File: src/rtl/tc_pl_spi_master.sv
// rtl/tc_pl_spi_master.sv - mode-0 MSB-first SPI master engine with chip-select vector
// Optional build macro: TC_SPI_LATE_SAMPLE_EN (sample MISO on the SCLK falling transition)
module tc_pl_spi_master #(
   parameter int AGP0_25 = 8,
   parameter int DW      = 32,
   parameter int DIV     = 4,
   parameter int GAP_CYC = 4
) (
   input  logic               clk,
   input  logic               rst,
   input  logic               cmd_valid,
   output logic               cmd_ready,
   input  logic [AGP0_25-1:0] cmd_sel,
   input  logic [5:0]         cmd_len,
   input  logic [DW-1:0]      cmd_wdata,
   output logic               rsp_valid,
   output logic [DW-1:0]      rsp_rdata,
   output logic               busy,
   output logic [AGP0_25-1:0] chip_sel,
   output logic               spi_CSN,
   output logic               spi_SCLK,
   output logic               spi_MOSI,
   input  logic               spi_MISO
);

   localparam int HW = $clog2(DIV + 1);
   localparam int GW = $clog2(GAP_CYC + 1);
   localparam logic [5:0]    LEN_MAX = 6'(DW - 1);
   localparam logic [HW-1:0] HALF    = HW'(DIV - 1);
   localparam logic [GW-1:0] GAP_LD  = GW'(GAP_CYC - 1);

`ifdef TC_SPI_LATE_SAMPLE_EN
   localparam bit LATE = 1'b1;
`else
   localparam bit LATE = 1'b0;
`endif

   typedef enum logic [2:0] {
      IDLE  = 3'd0,
      LEAD  = 3'd1,
      SHIFT = 3'd2,
      LAG   = 3'd3,
      GAP   = 3'd4
   } state_t;

   state_t              state, state_nx;
   logic [HW-1:0]       hcnt, hcnt_nx;
   logic [GW-1:0]       gcnt, gcnt_nx;
   logic [5:0]          bcnt, bcnt_nx;
   logic [DW-1:0]       tx, tx_nx;
   logic [DW-1:0]       rx, rx_nx;
   logic [AGP0_25-1:0]  sel_nx;
   logic                csn_nx, sclk_nx, mosi_nx;
   logic                rsp_valid_nx, ready_nx, busy_nx;
   logic [DW-1:0]       rdata_nx;

   logic [5:0]          n_m1;
   logic [6:0]          shamt;
   logic [DW-1:0]       tx_load, tx_shl, rx_shl;

   // Register every output and the engine state; reset forces the idle picture at once.
   always_ff @(posedge clk or negedge rst) begin
      if (!rst) begin
         state     <= IDLE;
         hcnt      <= '0;
         gcnt      <= '0;
         bcnt      <= '0;
         tx        <= '0;
         rx        <= '0;
         chip_sel  <= '0;
         spi_CSN   <= 1'b1;
         spi_SCLK  <= 1'b0;
         spi_MOSI  <= 1'b0;
         rsp_valid <= 1'b0;
         rsp_rdata <= '0;
         cmd_ready <= 1'b1;
         busy      <= 1'b0;
      end else begin
         state     <= state_nx;
         hcnt      <= hcnt_nx;
         gcnt      <= gcnt_nx;
         bcnt      <= bcnt_nx;
         tx        <= tx_nx;
         rx        <= rx_nx;
         chip_sel  <= sel_nx;
         spi_CSN   <= csn_nx;
         spi_SCLK  <= sclk_nx;
         spi_MOSI  <= mosi_nx;
         rsp_valid <= rsp_valid_nx;
         rsp_rdata <= rdata_nx;
         cmd_ready <= ready_nx;
         busy      <= busy_nx;
      end
   end

   // Frame sequencing: next state plus next value of every registered output.
   always_comb begin
      state_nx     = state;
      hcnt_nx      = hcnt;
      gcnt_nx      = gcnt;
      bcnt_nx      = bcnt;
      tx_nx        = tx;
      rx_nx        = rx;
      sel_nx       = chip_sel;
      csn_nx       = spi_CSN;
      sclk_nx      = spi_SCLK;
      mosi_nx      = spi_MOSI;
      rsp_valid_nx = 1'b0;
      rdata_nx     = rsp_rdata;
      ready_nx     = cmd_ready;
      busy_nx      = busy;

      // Clamp the frame to DW bits and left-align the transmit word so bit N-1 sits at the MSB.
      n_m1    = (cmd_len > LEN_MAX) ? LEN_MAX : cmd_len;
      shamt   = 7'(DW - 1) - {1'b0, n_m1};
      tx_load = cmd_wdata << shamt;
      tx_shl  = tx << 1;
      rx_shl  = rx << 1;
      rx_shl[0] = spi_MISO;

      case (state)
         IDLE: begin
            if (cmd_valid && cmd_ready) begin
               state_nx = LEAD;
               hcnt_nx  = HALF;
               bcnt_nx  = n_m1;
               tx_nx    = tx_load;
               rx_nx    = '0;
               sel_nx   = cmd_sel;
               csn_nx   = 1'b0;
               sclk_nx  = 1'b0;
               mosi_nx  = tx_load[DW-1];
               ready_nx = 1'b0;
               busy_nx  = 1'b1;
            end
         end
         LEAD: begin
            if (hcnt == '0) begin
               state_nx = SHIFT;
               hcnt_nx  = HALF;
               sclk_nx  = 1'b1;
               if (!LATE) rx_nx = rx_shl;
            end else begin
               hcnt_nx = hcnt - 1'b1;
            end
         end
         SHIFT: begin
            if (hcnt != '0) begin
               hcnt_nx = hcnt - 1'b1;
            end else if (spi_SCLK) begin
               // End of the high phase: SCLK falls, MOSI moves on unless this was the last bit.
               hcnt_nx = HALF;
               sclk_nx = 1'b0;
               if (LATE) rx_nx = rx_shl;
               if (bcnt != '0) begin
                  tx_nx   = tx_shl;
                  mosi_nx = tx_shl[DW-1];
               end
            end else if (bcnt == '0) begin
               state_nx = LAG;
               hcnt_nx  = HALF;
            end else begin
               // End of the low phase: start the next bit with a rising SCLK.
               hcnt_nx = HALF;
               bcnt_nx = bcnt - 1'b1;
               sclk_nx = 1'b1;
               if (!LATE) rx_nx = rx_shl;
            end
         end
         LAG: begin
            if (hcnt == '0) begin
               state_nx     = GAP;
               gcnt_nx      = GAP_LD;
               csn_nx       = 1'b1;
               sel_nx       = '0;
               mosi_nx      = 1'b0;
               rsp_valid_nx = 1'b1;
               rdata_nx     = rx;
            end else begin
               hcnt_nx = hcnt - 1'b1;
            end
         end
         GAP: begin
            if (gcnt == '0) begin
               state_nx = IDLE;
               ready_nx = 1'b1;
               busy_nx  = 1'b0;
            end else begin
               gcnt_nx = gcnt - 1'b1;
            end
         end
         default: begin
            state_nx = IDLE;
         end
      endcase
   end

endmodule

File: config.mk
export PLATFORM = sky130hd
export DESIGN_NAME = tc_pl_spi_master
export DESIGN_NICKNAME = d
export VERILOG_FILES = /design/src/rtl/tc_pl_spi_master.sv
export SDC_FILE = /design/constraint.sdc
export NUM_CORES = 1
export LEC_CHECK = 0
export BUFFER_PORTS_ARGS = -buffer_cell sky130_fd_sc_hd__clkbuf_2
export CORE_MARGIN = 2
export CORE_UTILIZATION = 60
export CTS_CLUSTER_DIAMETER = 80
export DETAILED_ROUTE_END_ITERATION = 6
export HOLD_SLACK_MARGIN = 0.1
export PLACE_DENSITY = 0.83
export SETUP_SLACK_MARGIN = 0.5
export SYNTH_ARGS = -nofsm -noshare
export SYNTH_HDL_FRONTEND = slang
export SYNTH_SLANG_ARGS = --single-unit
File: constraint.sdc
create_clock -name clk -period 4.01 [get_ports clk]
set_input_delay 0.2005 -clock clk [delete_from_list [all_inputs] [get_ports clk]]
set_output_delay 0.2005 -clock clk [all_outputs]
set_load 0.02 [all_outputs]
==> results.cfg <==
[sta]
rsz0062_at_grt = no
finalSetupTns_ns = 0
hold_viol_final = 0
fin_crit_sh_pct = 69.5
slew_headroom_pct = 27.1
finalSetupViolations = 0
maxSlewViolCount = 0
tightest_slew_ns = 1.09
post-route-min-period_ns = 2.79
timing.fmax_ghz = 0.359
clock_skew_ns = 0.00988

[setup_path]
timing.rr.end = bcnt[5]
endpoint_kind = flop
slowest_stage = o21ai_0
r2r_start = state[2]
worstSetupStartpointType = flop
critPathMaxStageDelay_ns = 0.99
crit_chain = nor2b_1, nand2b_1, o21ai_0, nor4_1, xnor2_1, nor2_1
rr_worst_depth = 6
crit_fanout = 21
cp.arrival_ns = 3.09
rrSetupSlack_ns = 1.22
worstPathRequired_ns = 4.31
cp-startpoint = state[2]
critPathKind = flop to flop
crit_end = bcnt[5]

[synth]
synth_seq_cells = 124
synth_top_family_by_area = simple AND/OR/NAND/NOR gates
synth_compound_area_share_pct = 17.4
syn_inst = 748
synthAdderAreaFrac_pct = 1.06
synth_xor_xnor_area_share_pct = 0.248
yosys.area_share.simple_pct = 17.4
netlist_area_um2 = 7050
ys.flop_type = dfrtp_1
yosysUniqueCellTypes = 69
async_reset_ff_share_pct = 100
syn_nets = 804
synth.area.mux_share_pct = 15.5
seq_area_frac_synth_pct = 44.0
avgSynthCellArea_um2 = 9.43
yosysWarnings = 0
synth_edf_count = 0

[floorplanning]
dieHeight_um = 112
design.core.area_um2 = 11500
die_w_um = 112
io_pins = 96
rows = 39
start_util_pct = 61.5
dieArea_um2 = 12600

[layout]
area_growth_pct = 17.0
fin_nets = 887
diodes = 0
layout-drive-gt1-share_pct = 25.0

[clocking]
cts_root_buf = clkbuf_16
clk_pin_slew_ns = 0.06
cts_buffer_depth = 2
cts_tree = built
cts_made_buffers = 17
clk_latency_ns = 0.42
htree_levels = 4
cts.sinks = 124
cts_resized = 0

[global_route]
grt_pass1_wl_mm = 30.1
grt_remaining_overflow = 0
antenna_found_initial = 0
grt_pass1_vias = 5998
grt_start_max_net_pins = 65
track_usage_pct = 29.9

[flow_run]
cap_violations = 0

[power_and_ir_drop]
p_per_area_nw_per_um2 = 376
p_sw_share_pct = 24.0
clkPwrFrac_pct = 49.4
seqPwrFrac_pct = 40.4
peakVddDrop_uv = 325
p_int_uw = 2360
total_power_uw = 3100
p_leak_uw = 0.00395
p_comb_share_pct = 10.2
p_sw_uw = 745

[hold_path]
hold_path_class = input port to flop
min_from = cmd_valid

[routing]
vias = 6274
drt-initial-drc-count = 729
ant_nets = 0
post_drt_wl_per_cell_um = 18.5
drc = 0
vias_per_cell = 6.36
firstDrtPassIters = 5
wl_mm = 18.3

[placed_design]
dp_hpwl_mm = 12.4
port-buffer-count = 95
globalplace.congestion = 0.963

[run_status]
outcome = completed
cell families (layout without fill, tap and decap cells):
| group | Yosys count | count (layout) |
|---|---|---|
| compound gates | 193 | 193 |
| xor+xnor | 2 | 2 |
| fa+ha+maj | 6 | 6 |
| buf+inv | 63 | 159 |
| flops | 124 | 124 |
| mux | 78 | 78 |
| simple gates | 282 | 282 |
worst max-delay path, delay by kind of cell, from the launching register on:
| kind | cells | cell delay, ns |
|---|---|---|
| xor gates and xnor gates | 1 | 0.18 |
| DFF | 1 | 0.56 |
| AOI/OAI and AO/OA | 1 | 0.99 |
| and+or+nand+nor | 4 | 0.94 |
worst min path at each step:
| stage | endpoint | depth (start not counted) |
|---|---|---|
| floorplan | bcnt[0] | 0 |
| global placement | chip_sel[3] | 1 |
| detailed placement | chip_sel[4] | 1 |
| CTS | cmd_ready | 4 |
| global route | tx[0] | 3 |
| finish | cmd_ready | 4 |
Yosys cell counts (6+ instances only):
library cell / number / share of area, %
a211oi_1: 7 / 0.74
a21oi_1: 41 / 2.9
a221oi_1: 10 / 1.2
a22oi_1: 6 / 0.64
a31oi_1: 6 / 0.53
a32oi_1: 6 / 0.74
buf_2: 16 / 1.1
clkbuf_1: 30 / 1.6
dfrtp_1: 122 / 43
ha_1: 6 / 1.1
inv_1: 10 / 0.53
mux2_2: 38 / 6.1
mux2i_1: 19 / 2.7
mux4_2: 20 / 6.4
nand2_1: 145 / 7.7
nand3_1: 23 / 1.6
nor2_1: 63 / 3.4
nor2b_1: 6 / 0.53
nor3_1: 10 / 0.71
o211ai_1: 13 / 1.4
o21ai_0: 64 / 4.5
cell usage in the layout, fill, tap and decap left out, drive strengths merged, types with 19 or more instances in the layout:
master	n
a21oi	42
clkbuf	117
dfrtp	122
mux2	38
mux2i	19
mux4	21
nand2	145
nand3	23
nor2	64
o21ai	66
per-stage QoR:
stage | utilization, % | hold slack (ns) | cells | cell area [µm²] | setup slack [ns]
after global placement | 65.8 | 0.208 | 945 | 7550 | 1.32
after global routing | 71.9 | 0.173 | 987 | 8250 | 0.922
after floorplan | - | -0.0951 | 748 | 7050 | 1.94
after detailed placement | 65.8 | 0.220 | 945 | 7550 | 1.21
final | 71.9 | 0.114 | 987 | 8250 | 1.22
after CTS | 71.9 | 0.100 | 987 | 8250 | 1.30
per-layer routing:
layer / global-route usage [%] / vias to the layer above / share of wire, %
li1: - / 2875 / -
met1: 41.3 / 3055 / 42
met2: 47.4 / 313 / 48
met3: 6.43 / 31 / 7.5
met4: 10.8 / 0 / 2.1
met5: 0 / - / 0
flip-flops by register name (all words and copies together) (netlist names):
register and count:
gcnt 3, rsp_rdata 32, cmd_ready 1, spi_SCLK 1, chip_sel 8, hcnt 3, rsp_valid 1, bcnt 6
spi_CSN 1, state 3, spi_MOSI 1, rx 32, tx 31, busy 1
power groups by stage:
| stage | sequential, µW | combinational, µW | clock (µW) |
|---|---|---|---|
| floorplan | 1270 | 191 | 0 |
| global placement | 1270 | 293 | 0 |
| detailed placement | 1270 | 299 | 0 |
| CTS | 1250 | 308 | 1540 |
| global route | 1250 | 343 | 1610 |
| finish | 1250 | 317 | 1530 |
area by class of cell:
class	instances	area [µm²]
clock buffer	23	488
clock inverter	9	113
fill	837	3220
inverter	10	37.5
multi-input combinational	561	3660
sequential	124	3110
tap	143	179
timing repair buffer	117	668
what timing repair did:
item / in CTS / in global routing
hold buffers: 10 / 0
setup endpoints to repair: 0 / 0
endpoints found under the hold margin: 50 / 0
buffers inserted: 0 / 0
No activity file was read; power rests on OpenSTA's default activity.
